$ cat config.mk
export PLATFORM = sky130hd
export DESIGN_NAME = wb_stage
export DESIGN_NICKNAME = d
export VERILOG_FILES = /design/src/rtl/wb_stage_pkg.sv /design/src/rtl/wb_stage_load_align.sv /design/src/rtl/wb_stage.sv
export SDC_FILE = /design/constraint.sdc
export NUM_CORES = 1
export LEC_CHECK = 0
export CAP_MARGIN = 40
export CORE_ASPECT_RATIO = 0.7
export CORE_UTILIZATION = 40
export CTS_CLUSTER_SIZE = 14
export DETAILED_ROUTE_END_ITERATION = 10
export GPL_TIMING_DRIVEN = 1
export HOLD_SLACK_MARGIN = 0.03
export PLACE_DENSITY = 0.95
export RECOVER_POWER = 50
export SLEW_MARGIN = 20
export SYNTH_ARGS = -nofsm -noshare
export SYNTH_HDL_FRONTEND = slang
export SYNTH_HIERARCHICAL = 1
export SYNTH_SLANG_ARGS = --single-unit
$ cat constraint.sdc
create_clock -name clk -period 6.9 [get_ports clk]
set_input_delay 1.38 -clock clk [delete_from_list [all_inputs] [get_ports clk]]
set_output_delay 1.38 -clock clk [all_outputs]
set_load 0.02 [all_outputs]
$ cat src/rtl/wb_stage_pkg.sv
// Shared types and constants for the writeback stage: writeback source
// select codes, load funct3 codes and the stage's FSM state encoding.
package wb_stage_pkg;

  typedef enum logic [1:0] {
    WB_SEL_ALU  = 2'd0,
    WB_SEL_LOAD = 2'd1,
    WB_SEL_PC4  = 2'd2,
    WB_SEL_CSR  = 2'd3
  } wb_sel_e;

  localparam logic [2:0] F3_LB  = 3'b000;
  localparam logic [2:0] F3_LH  = 3'b001;
  localparam logic [2:0] F3_LW  = 3'b010;
  localparam logic [2:0] F3_LBU = 3'b100;
  localparam logic [2:0] F3_LHU = 3'b101;

  typedef enum logic [1:0] {
    ST_IDLE  = 2'd0,
    ST_HOLD  = 2'd1,
    ST_LWAIT = 2'd2
  } wb_state_e;

  // Width of the load-timeout counter.
  localparam int TMO_W = 4;

endpackage

$ cat src/rtl/wb_stage_load_align.sv
// Load alignment: picks the byte/half/word out of a word-aligned dmem read
// using the captured byte offset and sign- or zero-extends it to XLEN.
module wb_stage_load_align
  import wb_stage_pkg::*;
#(
  parameter int XLEN = 32
) (
  input  logic [2:0]      funct3,
  input  logic [1:0]      off,
  input  logic [XLEN-1:0] rdata,
  output logic [XLEN-1:0] result
);

  logic [7:0]  byte_sel;
  logic [15:0] half_sel;

  function automatic logic [XLEN-1:0] ext_byte(input logic [7:0] b, input logic is_signed);
    logic signed [7:0]      bs;
    logic signed [XLEN-1:0] wide;
    bs   = signed'(b);
    wide = bs;
    return is_signed ? wide : XLEN'(b);
  endfunction

  function automatic logic [XLEN-1:0] ext_half(input logic [15:0] h, input logic is_signed);
    logic signed [15:0]     hs;
    logic signed [XLEN-1:0] wide;
    hs   = signed'(h);
    wide = hs;
    return is_signed ? wide : XLEN'(h);
  endfunction

  assign byte_sel = rdata[{off, 3'b000} +: 8];
  // Halfword loads ignore off[0]: the half is chosen by off[1] only.
  assign half_sel = rdata[{off[1], 4'b0000} +: 16];

  // Size/sign decode; reserved funct3 codes fall back to a full word.
  always_comb begin
    result = rdata;
    case (funct3)
      F3_LB:   result = ext_byte(byte_sel, 1'b1);
      F3_LBU:  result = ext_byte(byte_sel, 1'b0);
      F3_LH:   result = ext_half(half_sel, 1'b1);
      F3_LHU:  result = ext_half(half_sel, 1'b0);
      default: result = rdata;
    endcase
  end

endmodule

$ cat src/rtl/wb_stage.sv
// Writeback stage of the 3-stage RV32I core. Holds one instruction from
// execute, waits for dmem data on loads, drives the register-file write port
// and returns a same-cycle bypass plus a stall to execute.
module wb_stage
  import wb_stage_pkg::*;
#(
  parameter int XLEN         = 32,
  parameter int RF_AW        = 5,
  parameter int LOAD_TIMEOUT = 15
) (
  input  logic             clk,
  input  logic             rst,
  input  logic             ex_valid,
  input  logic [RF_AW-1:0] ex_rd,
  input  logic             ex_rd_we,
  input  logic [1:0]       ex_wb_sel,
  input  logic [XLEN-1:0]  ex_alu,
  input  logic [XLEN-1:0]  ex_pc4,
  input  logic [XLEN-1:0]  ex_csr,
  input  logic [2:0]       ex_funct3,
  input  logic             dmem_rvalid,
  input  logic [XLEN-1:0]  dmem_rdata,
  output logic             wb_stall,
  output logic             rf_we,
  output logic [RF_AW-1:0] rf_rd,
  output logic [XLEN-1:0]  rf_wd,
  output logic             fwd_valid,
  output logic [RF_AW-1:0] fwd_rd,
  output logic [XLEN-1:0]  fwd_data,
  output logic             load_err
);

  // Counter value seen in the last LWAIT cycle before the load is dropped.
  localparam logic [TMO_W-1:0] TMO_LAST = TMO_W'(LOAD_TIMEOUT - 1);

  wb_state_e        state;
  logic [TMO_W-1:0] wait_cnt;

  logic [RF_AW-1:0] rd_p1;
  logic             rd_we_p1;
  logic [2:0]       funct3_p1;
  logic [1:0]       off_p1;
  logic [XLEN-1:0]  val_p1;

  wb_sel_e          sel;
  logic [XLEN-1:0]  sel_val;
  logic [XLEN-1:0]  load_data;
  logic             accept;
  logic             writes_rd;
  logic             commit;

  assign sel       = wb_sel_e'(ex_wb_sel);
  assign writes_rd = rd_we_p1 && (rd_p1 != '0);
  assign wb_stall  = (state == ST_LWAIT) && !dmem_rvalid;
  assign accept    = ex_valid && !wb_stall;

  wb_stage_load_align #(
    .XLEN(XLEN)
  ) u_align (
    .funct3(funct3_p1),
    .off   (off_p1),
    .rdata (dmem_rdata),
    .result(load_data)
  );

  // Non-load writeback value chosen at accept time so only one word is held.
  always_comb begin
    sel_val = ex_alu;
    case (sel)
      WB_SEL_PC4: sel_val = ex_pc4;
      WB_SEL_CSR: sel_val = ex_csr;
      default:    sel_val = ex_alu;
    endcase
  end

  // Write-port decode from state; write data is zeroed when nothing commits.
  always_comb begin
    commit = 1'b0;
    case (state)
      ST_HOLD:  commit = writes_rd;
      ST_LWAIT: commit = writes_rd && dmem_rvalid;
      default:  commit = 1'b0;
    endcase
    rf_we = commit;
    rf_rd = commit ? rd_p1 : '0;
    rf_wd = '0;
    if (commit) begin
      rf_wd = (state == ST_LWAIT) ? load_data : val_p1;
    end
  end

  assign fwd_valid = rf_we;
  assign fwd_rd    = rf_rd;
  assign fwd_data  = rf_wd;

  // FSM: occupancy, load-timeout counter and sticky load error.
  always_ff @(posedge clk) begin
    if (rst) begin
      state    <= ST_IDLE;
      wait_cnt <= '0;
      load_err <= 1'b0;
    end else if (accept) begin
      state    <= (sel == WB_SEL_LOAD) ? ST_LWAIT : ST_HOLD;
      wait_cnt <= '0;
    end else begin
      case (state)
        ST_HOLD: state <= ST_IDLE;
        ST_LWAIT: begin
          if (dmem_rvalid) begin
            state <= ST_IDLE;
          end else if (wait_cnt == TMO_LAST) begin
            state    <= ST_IDLE;
            wait_cnt <= '0;
            load_err <= 1'b1;
          end else begin
            wait_cnt <= wait_cnt + 1'b1;
          end
        end
        default: state <= ST_IDLE;
      endcase
    end
  end

  // ---- p1: captured instruction fields (data path, not reset) ----
  always_ff @(posedge clk) begin
    if (accept) begin
      rd_p1     <= ex_rd;
      rd_we_p1  <= ex_rd_we;
      funct3_p1 <= ex_funct3;
      off_p1    <= ex_alu[1:0];
      val_p1    <= sel_val;
    end
  end

endmodule

==> run summary, run 1 <==
Core Footprint - 9250 µm²
endpoints failing setup - 0
Post-Synthesis Cells - 425
worst setup margin - 1.56 ns
maximum vdd drop - 0.000100 V
DRC viols - 0
die area - 10100 µm²
area delta synth->final - 55.5%
met3 routed WL - 1170 µm
f_max - 0.187 GHz
Hold Path End - state[0]
Leakage - 2.23 nW
# diodes - 0
Seq/Total Area, Yosys - 36.8%
antenna viol nets, final - 0
post-synthesis register bit count - 50
layout cells sized above 1 - 6.76%
Clock Tree Buf Depth - 2
yosys warns - 6
Cell Count, Final, Fillers Out - 716
Hold Path Origin - state[0]
WL met2 - 6000 µm
R2R depth - 5
Tmin final - 5.34 ns
total CTS buffers - 5
vias in the first global route - 3656
status - finished, violations left
commonest non-fill, non-tap cells in the layout - 200 x clkdlybuf4s50_1, 68 x mux2i_1, 45 x nand2_1, 44 x nor2_1, 44 x a21oi_1
power density cells - 137 nW/µm²
first-pass GRT wire length - 19400 µm
Post-DP HPWL - 10600 µm
CTS tree - yes
Max Cap Violations - 1
Int Power - 0.000608 W
DR top layer - met4
Startpoint Class - primary input
Rows - 29
Setup TNS - 0 ns
Pre-antenna DRT Iters - 5
pre-CTS WS - 1.58 ns
CP Class - primary input to output pin
total number of vias - 3824
Post-synth ARST share - 0%
Post-CTS Setup Inserts - 0
fin. max-slew vios - 50
Most used DFF post-synth - edfxtp_1
Post-Route Utilization - 65.3%
clock network power share - 29.8%
htree depth - 2
IO Count - 221
clk_lat worst skew - 0.29 ns
WP data arrival - 3.96 ns
Hold Crit Class - flop to flop
routed vias/inst - 5.34
worst-margin pin slew - 1.86 ns
die height - 84.5 µm
DRT iter0 DRCs - 364
starting density of the core - 42.0%
RSZ-0062 raised after global routing - false
WP data required - 5.52 ns
Metal-1 WL - 5550 µm
CP Capture Type - output pin
Switching Fraction - 26.6%
Fin. Hold Viols - 0
Synth cell types - 44
WL/cell - 18.2 µm
I/O Buffers - 220
pin count of the biggest net entering global routing - 50
clk slew on worst S/H paths - 0.06 ns
clk root buf - clkbuf_16
r2r endpoint - val_p1[19]
syn_nets - 570
Hold Crit Depth - 2
Overflow after GRT - 0
Post-CTS Hold Fix Bufs - 0
RD Place Congestion - 0.867
Layout Skew - 0.00407 ns
most common cell after layout, fill and taps aside - clkdlybuf4s50_1
period utilization - 77.4%
Slew HR - -23.8%
Post-synth EDFFs - 43
total track usage - 25.3%
synthesized area - 3890 µm²
setup slack, reg-to-reg - 3.37 ns
Comb power frac - 26.2%
Sink Count - 50
Net Sw Power - 0.000220 W
RR Startpoint - state[0]
die width - 120 µm
nets - 736
Syn Area/Cell - 9.14 µm²
failing checks - capacitance limit, slew limit
Resized Gates After CTS - 0
wirelength, routed - 13000 µm
crit path max fanout - 16
initial antenna violation count - 0
dpl cells - 708
sequential power share - 44.0%
[sequential cells by signal, summed over array words and instances (netlist names)]
signal,count
wait_cnt,4
state,2
val_p1,32
rd_p1,5
off_p1,2
load_err,1
funct3_p1,3
rd_we_p1,1
[power groups by stage]
stage                     sequential, W  clock, W  combinational (W)
after floorplan                0.000363         0           0.000103
after global placement         0.000370         0           0.000210
after detailed placement       0.000370         0           0.000220
after CTS                      0.000363  0.000249           0.000222
after global routing           0.000366  0.000260           0.000233
final                          0.000364  0.000246           0.000217
[cell families after synthesis]
family,after synthesis,share of synthesized area [%]
simple gates,149,19.5
buf+inv,77,12.3
mux,74,19.5
compound gates,73,11.1
flops,50,36.8
fa+ha+maj,2,0.644
[how the worst max path moves through the flow]
stage / slack (ns) / to / from
after floorplan: 2.50 / rf_wd[16] / dmem_rdata[15]
after global placement: 1.58 / rf_wd[28] / dmem_rdata[31]
after detailed placement: 1.58 / fwd_data[22] / dmem_rdata[31]
after CTS: 1.57 / fwd_data[28] / dmem_rdata[31]
after global routing: 1.45 / fwd_data[22] / dmem_rdata[23]
final: 1.56 / fwd_data[28] / dmem_rdata[31]
[cells in the mapped netlist (4+ instances only)]
library cell  count  area [µm²]
clkbuf_1         11        41.3
inv_1             8        30.0
a21oi_1          44         220
edfxtp_1         43        1290
nor3_1           21         105
buf_1             4        15.0
o21ai_0           9        45.0
nand3_1           4        20.0
nor3_2           14         140
nor2b_1           4        25.0
dfxtp_1           7         140
mux2i_1          68         681
nand2_1          45         169
a22oi_1           8        60.1
mux2_2            5        56.3
buf_4            42         315
nor2_1           44         165
buf_2             8        40.0
[worst max-delay path, stage by stage]
cell and delay [ns]:
clkdlybuf4s50_1 0.45, mux4_2 0.57, nor3b_4 0.20, o21bai_4 0.39
nand2_1 0.09, mux2i_1 0.25, nor3_2 0.08, clkdlybuf4s50_1 0.55
[through the flow]
stage	total power, W	instance area [µm²]	hold slack [ns]
floorplan	0.000466	3890	0.454
global placement	0.000580	5800	0.457
detailed placement	0.000590	5940	0.491
CTS	0.000834	6090	0.507
global route	0.000859	6040	0.548
finish	0.000828	6040	0.510
[cell type report]
type	instances	area [µm²]
clock inverter	3	21.3
clock buffer	5	125
fill	765	3210
tap	124	155
inverter	9	33.8
sequential	50	1430
multi-input combinational	298	1980
timing repair buffer	227	2290
[layer usage]
metal / GRT usage, % / up-vias
met2: 41.3 / 241
met4: 7.84 / 0
met5: 0 / -
met3: 4.42 / 21
li1: - / 1811
met1: 34.4 / 1751
Power figures use the tool's default switching activity.
==> run 2, diff against run 1 <==
Settings changed: CORE_UTILIZATION 40 to 39, PLACE_DENSITY 0.95 to 0.93.
Clock period 6.9 ns to 5.2 ns, I/O delays scaled along.
==> run 2 against run 1 <==
- the run still ends with capacitance limit, slew limit left
- via count down 1.6%
- clock-buffer cell count up 2
- combinational power grew 32%
- sequential power grew 34%
- critical path depth did not move
- cell count increased by 0.56%
- first-iteration DRC count shrank 37%
- clock power grew 42%
- cell area about the same
- worst hold slack lost 0.035 ns
- total power increased by 35%
- highest routed layer unchanged
==> run summary, run 2 (same netlist as run 1, synthesis figures left out) <==
Clock Tree Buf Depth - 2
Most flops, register - val_p1
layout cells sized above 1 - 6.93%
Leakage - 2.23 nW
htree depth - 2
r2r endpoint - rd_p1[3]
failing checks - capacitance limit, slew limit
Startpoint Class - primary input
pin count of the biggest net entering global routing - 53
RD Place Congestion - 0.928
endpoints failing setup - 0
Layout Skew - 0.00302 ns
worst setup margin - 0.550 ns
Hold Path End - load_err
antenna viol nets, final - 0
f_max - 0.215 GHz
RSZ-0062 raised after global routing - false
Core Footprint - 9680 µm²
worst-margin pin slew - 1.75 ns
Hold Crit Class - flop to flop
most common cell after layout, fill and taps aside - clkdlybuf4s50_1
total number of vias - 3762
Fin. Hold Viols - 0
wirelength, routed - 12700 µm
R2R depth - 6
vias in the first global route - 3617
area taken by multi-input logic gates - 1980 µm²
I/O Buffers - 220
Post-CTS Hold Fix Bufs - 0
commonest non-fill, non-tap cells in the layout - 205 x clkdlybuf4s50_1, 68 x mux2i_1, 45 x nand2_1, 44 x nor2_1, 44 x a21oi_1
first-pass GRT wire length - 19000 µm
initial antenna violation count - 0
die area - 10400 µm²
Rows - 30
total track usage - 24.2%
Setup TNS - 0 ns
routed vias/inst - 5.23
WL/cell - 17.6 µm
Resized Gates After CTS - 0
IO Count - 221
Pre-antenna DRT Iters - 5
DRT iter0 DRCs - 230
Tmin final - 4.65 ns
Hold Path Origin - load_err
starting density of the core - 40.1%
RR Startpoint - state[0]
nets - 736
CTS tree - yes
setup slack, reg-to-reg - 1.53 ns
Slew HR - -16.7%
Hold Crit Depth - 1
DRC viols - 0
WP data required - 4.16 ns
Sink Count - 50
fin. max-slew vios - 57
FF+latch area - 1430 µm²
die width - 121 µm
total CTS buffers - 5
maximum vdd drop - 0.000151 V
clk root buf - clkbuf_16
Max Cap Violations - 2
largest registers - val_p1 x32, rd_p1 x5, wait_cnt x4
# diodes - 0
crit path max fanout - 6
CP Class - primary input to output pin
power density cells - 185 nW/µm²
period utilization - 89.4%
status - finished, violations left
number of flip-flops in the largest register - 32
WP data arrival - 3.61 ns
CP Capture Type - output pin
clk slew on worst S/H paths - 0.06 ns
Post-CTS Setup Inserts - 0
Post-DP HPWL - 10300 µm
die height - 85.5 µm
clk_lat worst skew - 0.28 ns
Overflow after GRT - 0
area delta synth->final - 55.5%
pre-CTS WS - 0.609 ns
FILL cells - 769
run 2: worst max path at each step:
stage / startpoint / endpoint / slack (ns) / cells after the start
floorplan: dmem_rdata[15] / rf_wd[16] / 1.48 / 8
global placement: dmem_rdata[31] / fwd_data[22] / 0.60 / 8
detailed placement: dmem_rdata[23] / rf_wd[30] / 0.61 / 8
CTS: dmem_rdata[23] / rf_wd[25] / 0.58 / 8
global route: dmem_rdata[23] / rf_wd[27] / 0.45 / 8
finish: dmem_rdata[23] / fwd_data[11] / 0.55 / 8
run 2: through the flow:
| stage | hold WS (ns) | util, % | std cells | power [W] | instance area, µm² |
|---|---|---|---|---|---|
| after floorplan | 0.454 | - | 425 | 0.000618 | 3890 |
| after global placement | 0.455 | 60.1 | 707 | 0.000768 | 5820 |
| after CTS | 0.480 | 62.8 | 720 | 0.00113 | 6080 |
| final | 0.475 | 62.4 | 720 | 0.00112 | 6040 |
| after detailed placement | 0.465 | 61.1 | 712 | 0.000781 | 5920 |
| after global routing | 0.501 | 62.4 | 720 | 0.00117 | 6040 |
run 2: per-layer routing:
metal / global-route usage, % / vias to the layer above / routed length (µm)
met3: 4.32 / 20 / 941
met4: 6.17 / 0 / 208
met2: 40.7 / 208 / 5900
met5: 0 / - / 0
li1: - / 1819 / -
met1: 32.3 / 1715 / 5620
run 2: final cells by class:
cell class                      count  share of cell area (%)
Clock inverter                      1                   0.145
Clock buffer                        7                    2.55
Multi-Input combinational cell    298                    32.8
Tap cell                          128                    2.65
Sequential cell                    50                    23.7
Timing Repair Buffer              227                    37.6
Inverter                            9                   0.559
run 2: power by group:
part / switching [W] / leakage [nW] / internal (W)
clock: 0.000140 / 0.0792 / 0.000209
combinational: 0.000125 / 1.68 / 0.000162
sequential: 0.0000185 / 0.472 / 0.000467
total: 0.000283 / 2.23 / 0.000838
run 2: critical path, cell delays in order:
cell	delay [ns]
clkdlybuf4s50_1	0.53
mux4_2	0.34
nand2_1	0.11
or2_2	0.33
o211ai_1	0.17
mux2i_1	0.12
nor3_1	0.30
clkdlybuf4s50_1	0.67
